**src/rtl/mux_arb_n_pkg.sv**
```systemverilog
// mux_arb_n_pkg: shared definitions for the arbitrated multiplexer.
//   - lock_state_e : packet-lock FSM encodings (ARB_IDLE / ARB_LOCKED)
//   - range limits for the CHANNELS / WIDTH parameters
//   - next_ptr()   : round-robin pointer successor with wrap
package mux_arb_n_pkg;

    localparam int WIDTH_MIN    = 1;
    localparam int WIDTH_MAX    = 64;
    localparam int CHANNELS_MIN = 2;
    localparam int CHANNELS_MAX = 16;

    typedef enum logic {
        ARB_IDLE   = 1'b0,
        ARB_LOCKED = 1'b1
    } lock_state_e;

    // Successor of channel g in an n-channel ring; n need not be a power of two.
    function automatic int next_ptr(input int g, input int n);
        return (g == n - 1) ? 0 : g + 1;
    endfunction

endpackage

```
**src/rtl/mux_arb_n_if.sv**
```systemverilog
// mux_arb_if: producer-side and consumer-side handshake bundle of mux_arb_n.
//   in_valid/in_ready/in_last [CHANNELS] : per-channel request, accept, end-of-packet
//   in_data [CHANNELS*WIDTH]             : channel i at [i*WIDTH +: WIDTH]
//   out_valid/out_ready                  : registered output handshake
//   out_data/out_chan/out_last           : registered beat, source index, end marker
// Modports: slave = the multiplexer, master = the surrounding producers/consumer.
interface mux_arb_if
    import mux_arb_n_pkg::*;
#(
    parameter int WIDTH    = 32,
    parameter int CHANNELS = 4,
    localparam int SELW    = $clog2(CHANNELS)
);

    logic [CHANNELS-1:0]       in_valid;
    logic [CHANNELS-1:0]       in_ready;
    logic [CHANNELS*WIDTH-1:0] in_data;
    logic [CHANNELS-1:0]       in_last;
    logic                      out_valid;
    logic                      out_ready;
    logic [WIDTH-1:0]          out_data;
    logic [SELW-1:0]           out_chan;
    logic                      out_last;

    modport slave (
        input  in_valid, in_data, in_last, out_ready,
        output in_ready, out_valid, out_data, out_chan, out_last
    );

    modport master (
        output in_valid, in_data, in_last, out_ready,
        input  in_ready, out_valid, out_data, out_chan, out_last
    );

endinterface

```
**src/rtl/mux_arb_n_rr_pick.sv**
```systemverilog
// rr_pick: combinational round-robin priority picker.
//   req        [CHANNELS] : requesting channels
//   ptr        [SELW]     : highest-priority channel this cycle
//   gnt_onehot [CHANNELS] : one-hot grant (all zero when nothing requests)
//   gnt_idx    [SELW]     : binary index of the grant
//   any                   : at least one request present
module rr_pick
    import mux_arb_n_pkg::*;
#(
    parameter int CHANNELS = 4,
    localparam int SELW    = $clog2(CHANNELS)
) (
    input  logic [CHANNELS-1:0] req,
    input  logic [SELW-1:0]     ptr,
    output logic [CHANNELS-1:0] gnt_onehot,
    output logic [SELW-1:0]     gnt_idx,
    output logic                any
);

    // Scan ptr..CHANNELS-1 first, then 0..ptr-1. Splitting the scan in two
    // passes gives the wrap without modulo arithmetic, so non-power-of-two
    // channel counts need no special casing. An out-of-range ptr degrades
    // to a plain lowest-index-first scan.
    always_comb begin
        gnt_onehot = '0;
        gnt_idx    = '0;
        any        = 1'b0;
        for (int c = 0; c < CHANNELS; c++) begin
            if (!any && req[c] && (c >= int'(ptr))) begin
                any           = 1'b1;
                gnt_idx       = SELW'(c);
                gnt_onehot[c] = 1'b1;
            end
        end
        for (int c = 0; c < CHANNELS; c++) begin
            if (!any && req[c] && (c < int'(ptr))) begin
                any           = 1'b1;
                gnt_idx       = SELW'(c);
                gnt_onehot[c] = 1'b1;
            end
        end
    end

endmodule

```
**src/rtl/mux_arb_n.sv**
```systemverilog
// mux_arb_n: N-channel, W-bit round-robin arbitrated multiplexer with one
// output register stage and valid/ready handshakes on every side.
//   clk   : rising-edge clock
//   reset : synchronous, active-high
//   bus   : mux_arb_if.slave (per-channel inputs, registered output)
// Optional feature: define MUX_ARB_LOCK_EN to add a packet-lock FSM that keeps
// the grant on one channel from its first beat until a beat with in_last = 1.
// Without it every beat is arbitrated independently.
module mux_arb_n
    import mux_arb_n_pkg::*;
#(
    parameter int WIDTH    = 32,
    parameter int CHANNELS = 4,
    localparam int SELW    = $clog2(CHANNELS)
) (
    input  logic       clk,
    input  logic       reset,
    mux_arb_if.slave   bus
);

    if (CHANNELS < CHANNELS_MIN || CHANNELS > CHANNELS_MAX ||
        WIDTH < WIDTH_MIN || WIDTH > WIDTH_MAX) begin : g_bad_param
        $error("mux_arb_n: CHANNELS or WIDTH out of range");
    end

    logic                           load;
    logic                           xfer;
    logic                           adv;
    logic                           any;
    logic [CHANNELS-1:0]            req;
    logic [CHANNELS-1:0]            gnt_onehot;
    logic [SELW-1:0]                gnt_idx;
    logic [SELW-1:0]                ptr;
    logic [SELW-1:0]                ptr_next;
    logic [CHANNELS-1:0][WIDTH-1:0] data_v;
    logic [WIDTH-1:0]               sel_data;
    logic                           sel_last;

    logic                           out_valid_q;
    logic [WIDTH-1:0]               out_data_q;
    logic [SELW-1:0]                out_chan_q;
    logic                           out_last_q;

    // The output stage can take a new beat when empty or being drained.
    assign load     = !out_valid_q || bus.out_ready;
    assign xfer     = load && any;
    assign data_v   = bus.in_data;
    assign sel_data = data_v[gnt_idx];
    assign sel_last = bus.in_last[gnt_idx];
    assign ptr_next = (gnt_idx == SELW'(CHANNELS - 1)) ? '0 : gnt_idx + 1'b1;

    assign bus.in_ready  = load ? gnt_onehot : '0;
    assign bus.out_valid = out_valid_q;
    assign bus.out_data  = out_data_q;
    assign bus.out_chan  = out_chan_q;
    assign bus.out_last  = out_last_q;

    rr_pick #(.CHANNELS(CHANNELS)) u_pick (
        .req        (req),
        .ptr        (ptr),
        .gnt_onehot (gnt_onehot),
        .gnt_idx    (gnt_idx),
        .any        (any)
    );

`ifdef MUX_ARB_LOCK_EN
    lock_state_e         state;
    lock_state_e         state_next;
    logic [SELW-1:0]     lock_chan;
    logic [CHANNELS-1:0] lock_mask;

    assign lock_mask = {{(CHANNELS-1){1'b0}}, 1'b1} << lock_chan;

    // Kept outside the FSM block: the grant feeds the FSM through sel_last,
    // so mixing the mask into that block would form a false comb loop.
    assign req = (state == ARB_LOCKED) ? (bus.in_valid & lock_mask) : bus.in_valid;

    always_ff @(posedge clk) begin
        if (reset) begin
            state     <= ARB_IDLE;
            lock_chan <= '0;
        end else begin
            state <= state_next;
            if (xfer && state == ARB_IDLE)
                lock_chan <= gnt_idx;
        end
    end

    // ptr is frozen for the whole packet and only moves past the locked
    // channel on its closing beat (or on a single-beat packet).
    always_comb begin
        state_next = state;
        adv        = 1'b0;
        case (state)
            ARB_IDLE: begin
                if (xfer) begin
                    if (sel_last) adv        = 1'b1;
                    else          state_next = ARB_LOCKED;
                end
            end
            ARB_LOCKED: begin
                if (xfer && sel_last) begin
                    state_next = ARB_IDLE;
                    adv        = 1'b1;
                end
            end
            default: state_next = ARB_IDLE;
        endcase
    end
`else
    assign req = bus.in_valid;
    assign adv = xfer;
`endif

    always_ff @(posedge clk) begin
        if (reset) begin
            out_valid_q <= 1'b0;
            out_data_q  <= '0;
            out_chan_q  <= '0;
            out_last_q  <= 1'b0;
            ptr         <= '0;
        end else if (load) begin
            if (any) begin
                out_valid_q <= 1'b1;
                out_data_q  <= sel_data;
                out_chan_q  <= gnt_idx;
                out_last_q  <= sel_last;
            end else begin
                // Drained with nothing waiting: payload registers keep their value.
                out_valid_q <= 1'b0;
            end
            if (adv)
                ptr <= ptr_next;
        end
    end

endmodule
```
**src/flat_wrapper.sv**
```systemverilog
// flat-port wrapper written by rule: the top's interface ports become plain ports
module mux_arb_n_flat import mux_arb_n_pkg::*;
#(
    parameter int WIDTH    = 32,
    parameter int CHANNELS = 4,
    localparam int SELW    = $clog2(CHANNELS)
)
  (clk, reset, bus_in_valid, bus_in_data, bus_in_last, bus_out_ready, bus_in_ready, bus_out_valid, bus_out_data, bus_out_chan, bus_out_last);
  mux_arb_if #(.WIDTH(WIDTH), .CHANNELS(CHANNELS)) bus_i ();
  input  logic clk;
  input  logic reset;
  input wire logic [$bits(bus_i.in_valid)-1:0] bus_in_valid;
  input wire logic [$bits(bus_i.in_data)-1:0] bus_in_data;
  input wire logic [$bits(bus_i.in_last)-1:0] bus_in_last;
  input wire logic [$bits(bus_i.out_ready)-1:0] bus_out_ready;
  output wire logic [$bits(bus_i.in_ready)-1:0] bus_in_ready;
  output wire logic [$bits(bus_i.out_valid)-1:0] bus_out_valid;
  output wire logic [$bits(bus_i.out_data)-1:0] bus_out_data;
  output wire logic [$bits(bus_i.out_chan)-1:0] bus_out_chan;
  output wire logic [$bits(bus_i.out_last)-1:0] bus_out_last;
  assign bus_i.in_valid = bus_in_valid;
  assign bus_i.in_data = bus_in_data;
  assign bus_i.in_last = bus_in_last;
  assign bus_i.out_ready = bus_out_ready;
  assign bus_in_ready = bus_i.in_ready;
  assign bus_out_valid = bus_i.out_valid;
  assign bus_out_data = bus_i.out_data;
  assign bus_out_chan = bus_i.out_chan;
  assign bus_out_last = bus_i.out_last;
  mux_arb_n #(.WIDTH(WIDTH), .CHANNELS(CHANNELS)) u_core (.clk(clk), .reset(reset), .bus(bus_i));
endmodule
```
**config.mk**
```make
export PLATFORM = sky130hd
export DESIGN_NAME = mux_arb_n_flat
export DESIGN_NICKNAME = d
export VERILOG_FILES = /design/src/rtl/mux_arb_n_pkg.sv /design/src/rtl/mux_arb_n_if.sv /design/src/rtl/mux_arb_n_rr_pick.sv /design/src/rtl/mux_arb_n.sv /design/src/flat_wrapper.sv
export SDC_FILE = /design/constraint.sdc
export NUM_CORES = 1
export LEC_CHECK = 0
export ABC_AREA = 1
export CAP_MARGIN = 5
export CORE_ASPECT_RATIO = 1.2
export CORE_MARGIN = 1.5
export CORE_UTILIZATION = 57
export DETAILED_ROUTE_END_ITERATION = 16
export DONT_BUFFER_PORTS = 1
export MAX_ROUTING_LAYER = met4
export PLACE_DENSITY = 0.72
export SLEW_MARGIN = 0
export SYNTH_ARGS = -nofsm -noshare
export SYNTH_HDL_FRONTEND = slang
export SYNTH_SLANG_ARGS = --single-unit
```
**constraint.sdc**
```tcl
create_clock -name clk -period 1.6 [get_ports clk]
set_input_delay 0.32 -clock clk [delete_from_list [all_inputs] [get_ports clk]]
set_output_delay 0.32 -clock clk [all_outputs]
set_load 0.03 [all_outputs]
```
==> flow_metrics.py, run 1 <==
metrics = {
    "outcome": {
        "status": "stopped before the end",
        "haltStage": "clock tree synthesis (4_1_cts)",
        "stop_error": "[ERROR DPL-0033] detailed placement checks failed during check placement.",
    },
    "die": {
        "die_x_um": 64.33,
        "rows": 26,
        "fp.dieH_um": 76.59,
        "initial_core_util": 0.5991,
        "num_io_pins": 179,
    },
    "clock_network": {
        "clock-sinks": 38,
        "post_cts_buffers": 24,
        "clk_path_buf_depth": 2,
        "cts_resized": 179,
        "cts-root-buf": "clkbuf_8",
        "cts_made_buffers": 5,
        "htreeDepth": 2,
        "postCtsHoldBufs": 0,
    },
    "placement": {
        "dp_cells": 471,
        "gp_congestion": 0.8576,
        "place_hpwl_um": 5502,
        "dpl_cell_area_sq_um": 2774,
        "port_buffers": 0,
    },
    "yosys": {
        "synth_area_sq_um": 2572,
        "synth_cell_types": 20,
        "yosys-top-cells-area": "nand3_1, dfxtp_1, nand2_1",
        "synth_top_cell_by_area": "nand3_1",
        "syn_inst": 422,
        "yosys_warnings": 0,
        "avgSynthCellArea_sq_um": 6.096,
        "seq_area_frac_synth": 0.2957,
        "synth_nets": 562,
        "synth_top_area_share": 0.3230,
        "ys_seq_elements": 38,
    },
}
[stage by stage]
stage	util	worst slack (ps)
detailed placement	0.6460	-118.5
global placement	0.6460	-58.70
floorplan	-	-65.08
[cells in the mapped netlist (all sizes together)]
library cell,n
ha,1
buf,28
o21ai,3
a31oi,1
dfxtp,38
nand3,167
a21o,1
nor2,5
clkbuf,11
nand2,112
a21oi,40
inv,11
nand4,4
[cell families after synthesis]
kind of cell / after synthesis / share of synthesized area
flip-flops: 38 / 0.2957
buffers and inverters: 50 / 0.09436
AND/OR/NAND/NOR: 288 / 0.5160
adder cells (fa/ha/maj): 1 / 0.004863
AO/OA/AOI/OAI: 45 / 0.08901
==> run 2, diff against run 1 <==
--- a/config.mk
+++ b/config.mk
@@ -7,13 +7,11 @@
 export LEC_CHECK = 0
 export ABC_AREA = 1
 export CAP_MARGIN = 5
-export CORE_ASPECT_RATIO = 1.2
 export CORE_MARGIN = 1.5
-export CORE_UTILIZATION = 57
+export CORE_UTILIZATION = 40
 export DETAILED_ROUTE_END_ITERATION = 16
 export DONT_BUFFER_PORTS = 1
-export MAX_ROUTING_LAYER = met4
-export PLACE_DENSITY = 0.72
+export PLACE_DENSITY_LB_ADDON = 0.15
 export SLEW_MARGIN = 0
 export SYNTH_ARGS = -nofsm -noshare
 export SYNTH_HDL_FRONTEND = slang
==> constraint.sdc (replaced) <==
create_clock -name clk -period 2.08 [get_ports clk]
set_input_delay 0.416 -clock clk [delete_from_list [all_inputs] [get_ports clk]]
set_output_delay 0.416 -clock clk [all_outputs]
set_load 0.03 [all_outputs]
==> run 2 against run 1 <==
The flow now finishes without violations. Synthesized cell count did not move. Synthesized area did not move.
==> flow_metrics.py, run 2 <==
metrics = {
    "sta": {
        "relSlewSlack": 0.5789,
        "rsz0062_at_grt": "no",
        "setup_tns_ps": 0,
        "drv_slew": 0,
        "fmax_ghz": 0.5010,
        "fin_worst_skew_ps": 6.497,
        "worst_pin_slew_ps": 630.8,
        "hold_viol": 0,
        "finalCritPeriodShare": 0.9597,
        "final-setup-viol-count": 0,
        "period_needed_ps": 1996,
    },
    "finish": {
        "layout.cells.non_filler": 486,
        "largest_reg_flops": 32,
        "final_util": 0.4513,
        "final_common_cell": "nand3_1",
        "nNetsFinal": 548,
        "final_cell_mix": "nand3_1, nand2_1, a21oi_1",
        "diodes": 0,
        "syn2layout_area_growth_pct": 10.12,
        "drive_gt1_frac": 0.09291,
        "fill_cells": 684,
    },
    "worst_setup_path": {
        "critPathKind": "flip-flop to output port",
        "reg2reg_slack_ps": 250,
        "required_ps": 1660,
        "critPathLaunchType": "flip-flop",
        "crit_arrival_ps": 1580,
        "crit_fanout": 4,
        "cp-end-kind": "output port",
        "r2r_cells": 10,
        "regToRegEndpoint": "u_core.bus.out_data[5]",
        "r2r_start": "u_core.ptr[1]",
    },
    "yosys": {
        "synth_common_cells": "nand3_1, nand2_1, a21oi_1, dfxtp_1, buf_2",
        "yosys_warnings": 0,
        "synth_area_sq_um": 2572,
        "seq_area_frac_synth": 0.2957,
        "syn_inst": 422,
        "async_flop_share": 0,
        "synth_cell_types": 20,
        "yosys-top-cells-area": "nand3_1, dfxtp_1, nand2_1",
        "synth_nets": 562,
        "avgSynthCellArea_sq_um": 6.096,
        "synth_top_area_share": 0.3230,
        "yosys_most_used_dff": "dfxtp_1",
        "synth_edf_count": 0,
        "ys_seq_elements": 38,
        "synth_top_cell_by_area": "nand3_1",
        "synth_most_common_cell": "nand3_1",
    },
    "power_and_ir_drop": {
        "p_int_mw": 1.575,
        "irDropWorstVdd_uv": 420.1,
        "pwr-share-seq": 0.426,
        "p_total_mw": 2.753,
        "clkPwrFrac": 0.226,
        "power_density_nw_per_um2": 971.8,
        "pwr-share-comb": 0.348,
        "leakage_nw": 1.224,
        "switching_share": 0.4280,
        "p_switching_mw": 1.178,
    },
    "placement": {
        "gp_congestion": 0.7726,
        "place_hpwl_um": 5089,
        "dp_cells": 474,
        "port_buffers": 0,
    },
    "worst_hold_path": {
        "min-delay-start": "reset",
        "hold_path_end": "u_core.bus.out_data[17]",
        "hold_depth": 1,
        "hold_path_class": "primary input to flip-flop",
    },
    "die": {
        "die_x_um": 83.20,
        "fp.dieH_um": 83.20,
        "initial_core_util": 0.4098,
        "rows": 29,
        "fp.coreArea_sq_um": 6277,
        "die_area_sq_um": 6921,
        "num_io_pins": 179,
    },
    "global_routing": {
        "gr-total-overflow": 0,
        "grt_antenna_before_repair": 0,
        "grt_pass1_wl_um": 12880,
        "grt_max_degree": 68,
        "grt_pass1_vias": 2630,
        "track_usage": 0.2300,
    },
    "route": {
        "drt_iter0_drc": 144,
        "wl_met3_um": 631,
        "wl_met2_um": 3886,
        "via_per_inst": 5.868,
        "vias": 2852,
        "wl_per_cell_um": 16.80,
        "top_layer_used": "met4",
        "drt_wl_total_um": 8164,
        "antenna_left": 0,
        "drt_drc_violations_left": 0,
        "dr.pass1.iters": 4,
        "wirelength_met1_um": 3427,
    },
    "clock_network": {
        "cts-root-buf": "clkbuf_8",
        "tritoncts": "yes",
        "clk_path_buf_depth": 2,
        "cts_made_buffers": 5,
        "clkLatencyLatePin_ps": 290,
        "clock-sinks": 38,
        "clk_pin_slew_worst_paths_ps": 70,
        "htreeDepth": 2,
    },
    "run": {
        "drv_cap": 0,
    },
    "outcome": {
        "status": "finished clean",
    },
}
[run 2: cell counts after synthesis]
Identical to the previous run, type by type.
[run 2: worst max path at each step]
stage	from	to	slack [ps]	cells past startpoint
floorplan	bus_in_valid[0]	bus_in_ready[1]	140	7
global placement	bus_in_valid[0]	bus_in_ready[1]	270	7
detailed placement	bus_in_valid[0]	bus_in_ready[1]	230	7
CTS	u_core.ptr[1]	bus_in_ready[1]	9	8
global route	u_core.ptr[0]	bus_in_ready[1]	6	8
finish	u_core.ptr[1]	bus_in_ready[2]	80	7
[run 2: per-stage QoR]
stage	hold slack, ps	cell area, sq um	setup WS (ps)
2_1_floorplan	457.5	2576	137.7
3_5_place_dp	482.1	2614	231.7
6_report	184.8	2833	83.91
5_1_grt	165.2	2833	6.159
4_1_cts	177.2	2810	9.104
3_3_place_gp	475.1	2614	266.0
[run 2: layout make-up]
| type | count | area [sq um] | share of cell area |
|---|---|---|---|
| well taps | 77 | 96.34 | 0.03401 |
| multi-input cells | 334 | 1588 | 0.5605 |
| clock buffers | 6 | 72.57 | 0.02562 |
| flip-flops and latches | 38 | 763.2 | 0.2694 |
| clock inverters | 2 | 37.54 | 0.01325 |
| inverters | 11 | 41.29 | 0.01458 |
| repair buffers | 18 | 234.0 | 0.08260 |
[run 2: cell families (layout without fill, tap and decap cells)]
logic type | after synthesis | in the layout | share of synthesized area
simple gates | 288 | 288 | 0.5160
buf+inv | 50 | 37 | 0.09436
compound gates | 45 | 45 | 0.08901
flops | 38 | 38 | 0.2957
fa+ha+maj | 1 | 1 | 0.004863
[run 2: worst max-delay path: stages (launching register included)]
cell,delay (ps)
dfxtp_2,340
inv_1,70
nand2_1,110
nand2_2,90
nor2_4,150
nand4_1,150
a21oi_1,200
buf_4,190
[run 2: repair_timing]
action / in CTS / in global routing
endpoints found under the setup margin: 1 / 2
pin swaps: 2 / 3
hold buffers: 0 / 0
buffers inserted: 1 / 1
gates resized for setup: 3 / 5
gates cloned: 2 / 0
[run 2: power groups by stage]
stage | sequential, mW | clock [mW] | combinational (mW)
2_1_floorplan | 1.16 | 0 | 0.782
3_3_place_gp | 1.19 | 0 | 0.921
3_5_place_dp | 1.19 | 0 | 0.932
4_1_cts | 1.17 | 0.643 | 0.954
5_1_grt | 1.19 | 0.675 | 1.09
6_report | 1.17 | 0.623 | 0.958
[run 2: per-layer routing]
layer / up-vias / track usage
li1: 1418 / -
met1: 1277 / 0.2786
met2: 139 / 0.3939
met3: 18 / 0.05169
met4: 0 / 0.09242
met5: - / 0
(Power assumes the default switching activity.)
==> variant: new RTL, config.mk and constraints of run 2 <==
Build with the macro `MUX_ARB_LOCK_EN` defined.
--- a/src/rtl/mux_arb_n.sv
+++ b/src/rtl/mux_arb_n.sv
@@ -6,6 +6,8 @@
 // Optional feature: define MUX_ARB_LOCK_EN to add a packet-lock FSM that keeps
 // the grant on one channel from its first beat until a beat with in_last = 1.
 // Without it every beat is arbitrated independently.
+`define MUX_ARB_LOCK_EN
+
 module mux_arb_n
     import mux_arb_n_pkg::*;
 #(
Behaviour: not the same (Yosys sat finds a counterexample within 4 cycles, from zero or initial values and one cycle with reset high).
==> variant against run 2 <==
The run now ends with negative setup slack left; wire length is 14% higher; first-iteration DRC count decreased by 3.5%; synthesized area grew 16%; clock skew up 7.6 ps; setup slack worse by 160 ps; global-route usage decreased by 3.7 points; synthesized cell count grew 29%; cell area grew 31%; final cell count up 35%; register-to-register slack worse by 270 ps; sequential cell count increased by 3; highest routed layer unchanged.
Power is not compared: it rests on default switching activity, and its combinational part moved more than twofold at a synthesized area within 25%.
==> variant: results (changes against run 2) <==
| Metric | Value |
|---|---|
| Nets@finish | 698 (+27%) |
| 1st-pass router iterations | 4 (unchanged) |
| Worst min path class | in -> reg |
| Count of input and output buffers | 0 (unchanged) |
| Worst Path Arrival | 1740 ps (+160 ps) |
| Placer Congestion | 0.883 (+14%) |
| Post-DP Area | 3120 sq um (+19%) |
| Final setup TNS | -140 ps (-140 ps) |
| Via count | 3,270 (+15%) |
| Max-cap viol count | 0 (unchanged) |
| Clock Root Buffer | clkbuf_8 |
| Synth top cells by count | nand2_1, nor2_1, inv_1 |
| Violated checks | negative setup slack |
| Synth top area cells | dfxtp_1, nand2_1, nor2_1, inv_1, nand3_1 |
| Worst path max stage delay | 380 ps (+40 ps) |
| Worst Setup Path Type | reg -> out |
| Total track usage | 19.3% (-3.7 points) |
| Vias in the first global route | 2,651 (+0.80%) |
| PnR worst setup slack | -80.5 ps (-164 ps) |
| Clk_lat worst skew | 300 ps |
| First-pass GRT wire length | 11,900 microns (-7.3%) |
| Switching Share | 49.1% |
| Syn_nets | 684 (+22%) |
| Placed wire-length estimate | 5970 microns (+17%) |
| Worst-path clk slew | 90 ps (+20 ps) |
| Worst Skew | 14.1 ps (+7.64 ps) |
| Post-synth ARST share | 0% (unchanged) |
| Slowest-stage cell, CP | dfxtp_2 |
| Synth warn | 0 (unchanged) |
| Layout cells sized above 1 | 15.4% (+6.1 points) |
| Initial DRC Count | 139 (-3.5%) |
| Total Wirelength | 9290 microns (+14%) |
| CTS buffer count | 5 (unchanged) |
| Maximum root-to-sink buffer count | 2 (unchanged) |
| Initial antenna violation count | 0 (unchanged) |
| Hold Buf Count CTS | 0 (unchanged) |
| Worst-Margin Slew | 502 ps (-129 ps) |
| ANT cells | 0 (unchanged) |
| Max reg flops | 32 (unchanged) |
| Setup violations, final | 3 (+3) |
| H-tree depth | 2 (unchanged) |
| CP Max Fanout | 4 (unchanged) |
| Status | finished with violations |
| Post-synthesis sequential area ratio | 27.6% (-2.0 points) |
| Number of distinct library cells after synthesis | 27 (+35%) |
| Largest net degree at the start of global routing | 41 (-40%) |
[variant: changes by cell type after synthesis, sizes merged, moves of 2 or more]
cell    change
a21oi      -31
clkbuf      -8
dfxtp       +3
inv        +45
nand2      +70
nand3     -127
nor2      +131
o211ai      +2
o21ai      +35
[variant: path summary, 6_finish.rpt]
path | start | end | slack (ps) | cells after the start
worst max-delay path | u_core.lock_chan[0] | bus_in_ready[2] | -80 | 9
worst min-delay path | reset | u_core.bus.out_valid | 180 | 1
worst max register to register | u_core.lock_chan[0] | register | -20 | 15
worst min register to register | u_core.lock_chan[0] | u_core.lock_chan[0] | 510 | 2
[variant: metrics by stage]
stage	util (%)	worst slack, ps	instances
finish	51.5	-80.5	658
floorplan	-	181	544
global placement	43.2	193	626
detailed placement	43.2	125	626
global route	51.5	-138	658
CTS	45.4	6.86	636
[variant: routing by layer]
metal	up-vias	GRT usage, %	share of wire [%]
met3	13	6.09	9.2
met2	149	33.4	49
met1	1414	22.3	40
li1	1694	-	-
met5	-	0	0
met4	0	7.13	1.7
[variant: final cells by class]
type	count	area, sq um
clock buffers	5	68.8
clock inverters	3	65.1
fillers	742	3500
inverters	56	218
multi-input cells	416	1890
flip-flops and latches	41	827
well taps	99	124
repair buffers	38	519
[variant: cell families after synthesis]
kind of cell / count (synthesis) / synth area share [%]
AO/OA/AOI/OAI: 50 / 8.80
buffers and inverters: 87 / 12.5
adder cells (fa/ha/maj): 1 / 0.421
flip-flops: 41 / 27.6
AND/OR/NAND/NOR: 365 / 50.6
[variant: repair_timing]
| item | CTS | global route |
|---|---|---|
| setup buffers | 2 | 15 |
| gates cloned | 0 | 7 |
| gates resized for setup | 5 | 44 |
| pin swaps | 2 | 13 |
| endpoints found under the setup margin | 2 | 36 |
[variant: power groups by stage]
stage | Clock [mW] | Sequential (mW) | Combinational (mW)
global placement | 0 | 1.81 | 2.66
CTS | 0.795 | 1.80 | 2.75
global route | 0.820 | 1.85 | 4.05
finish | 0.770 | 1.81 | 3.62
detailed placement | 0 | 1.81 | 2.72
floorplan | 0 | 1.74 | 2.19
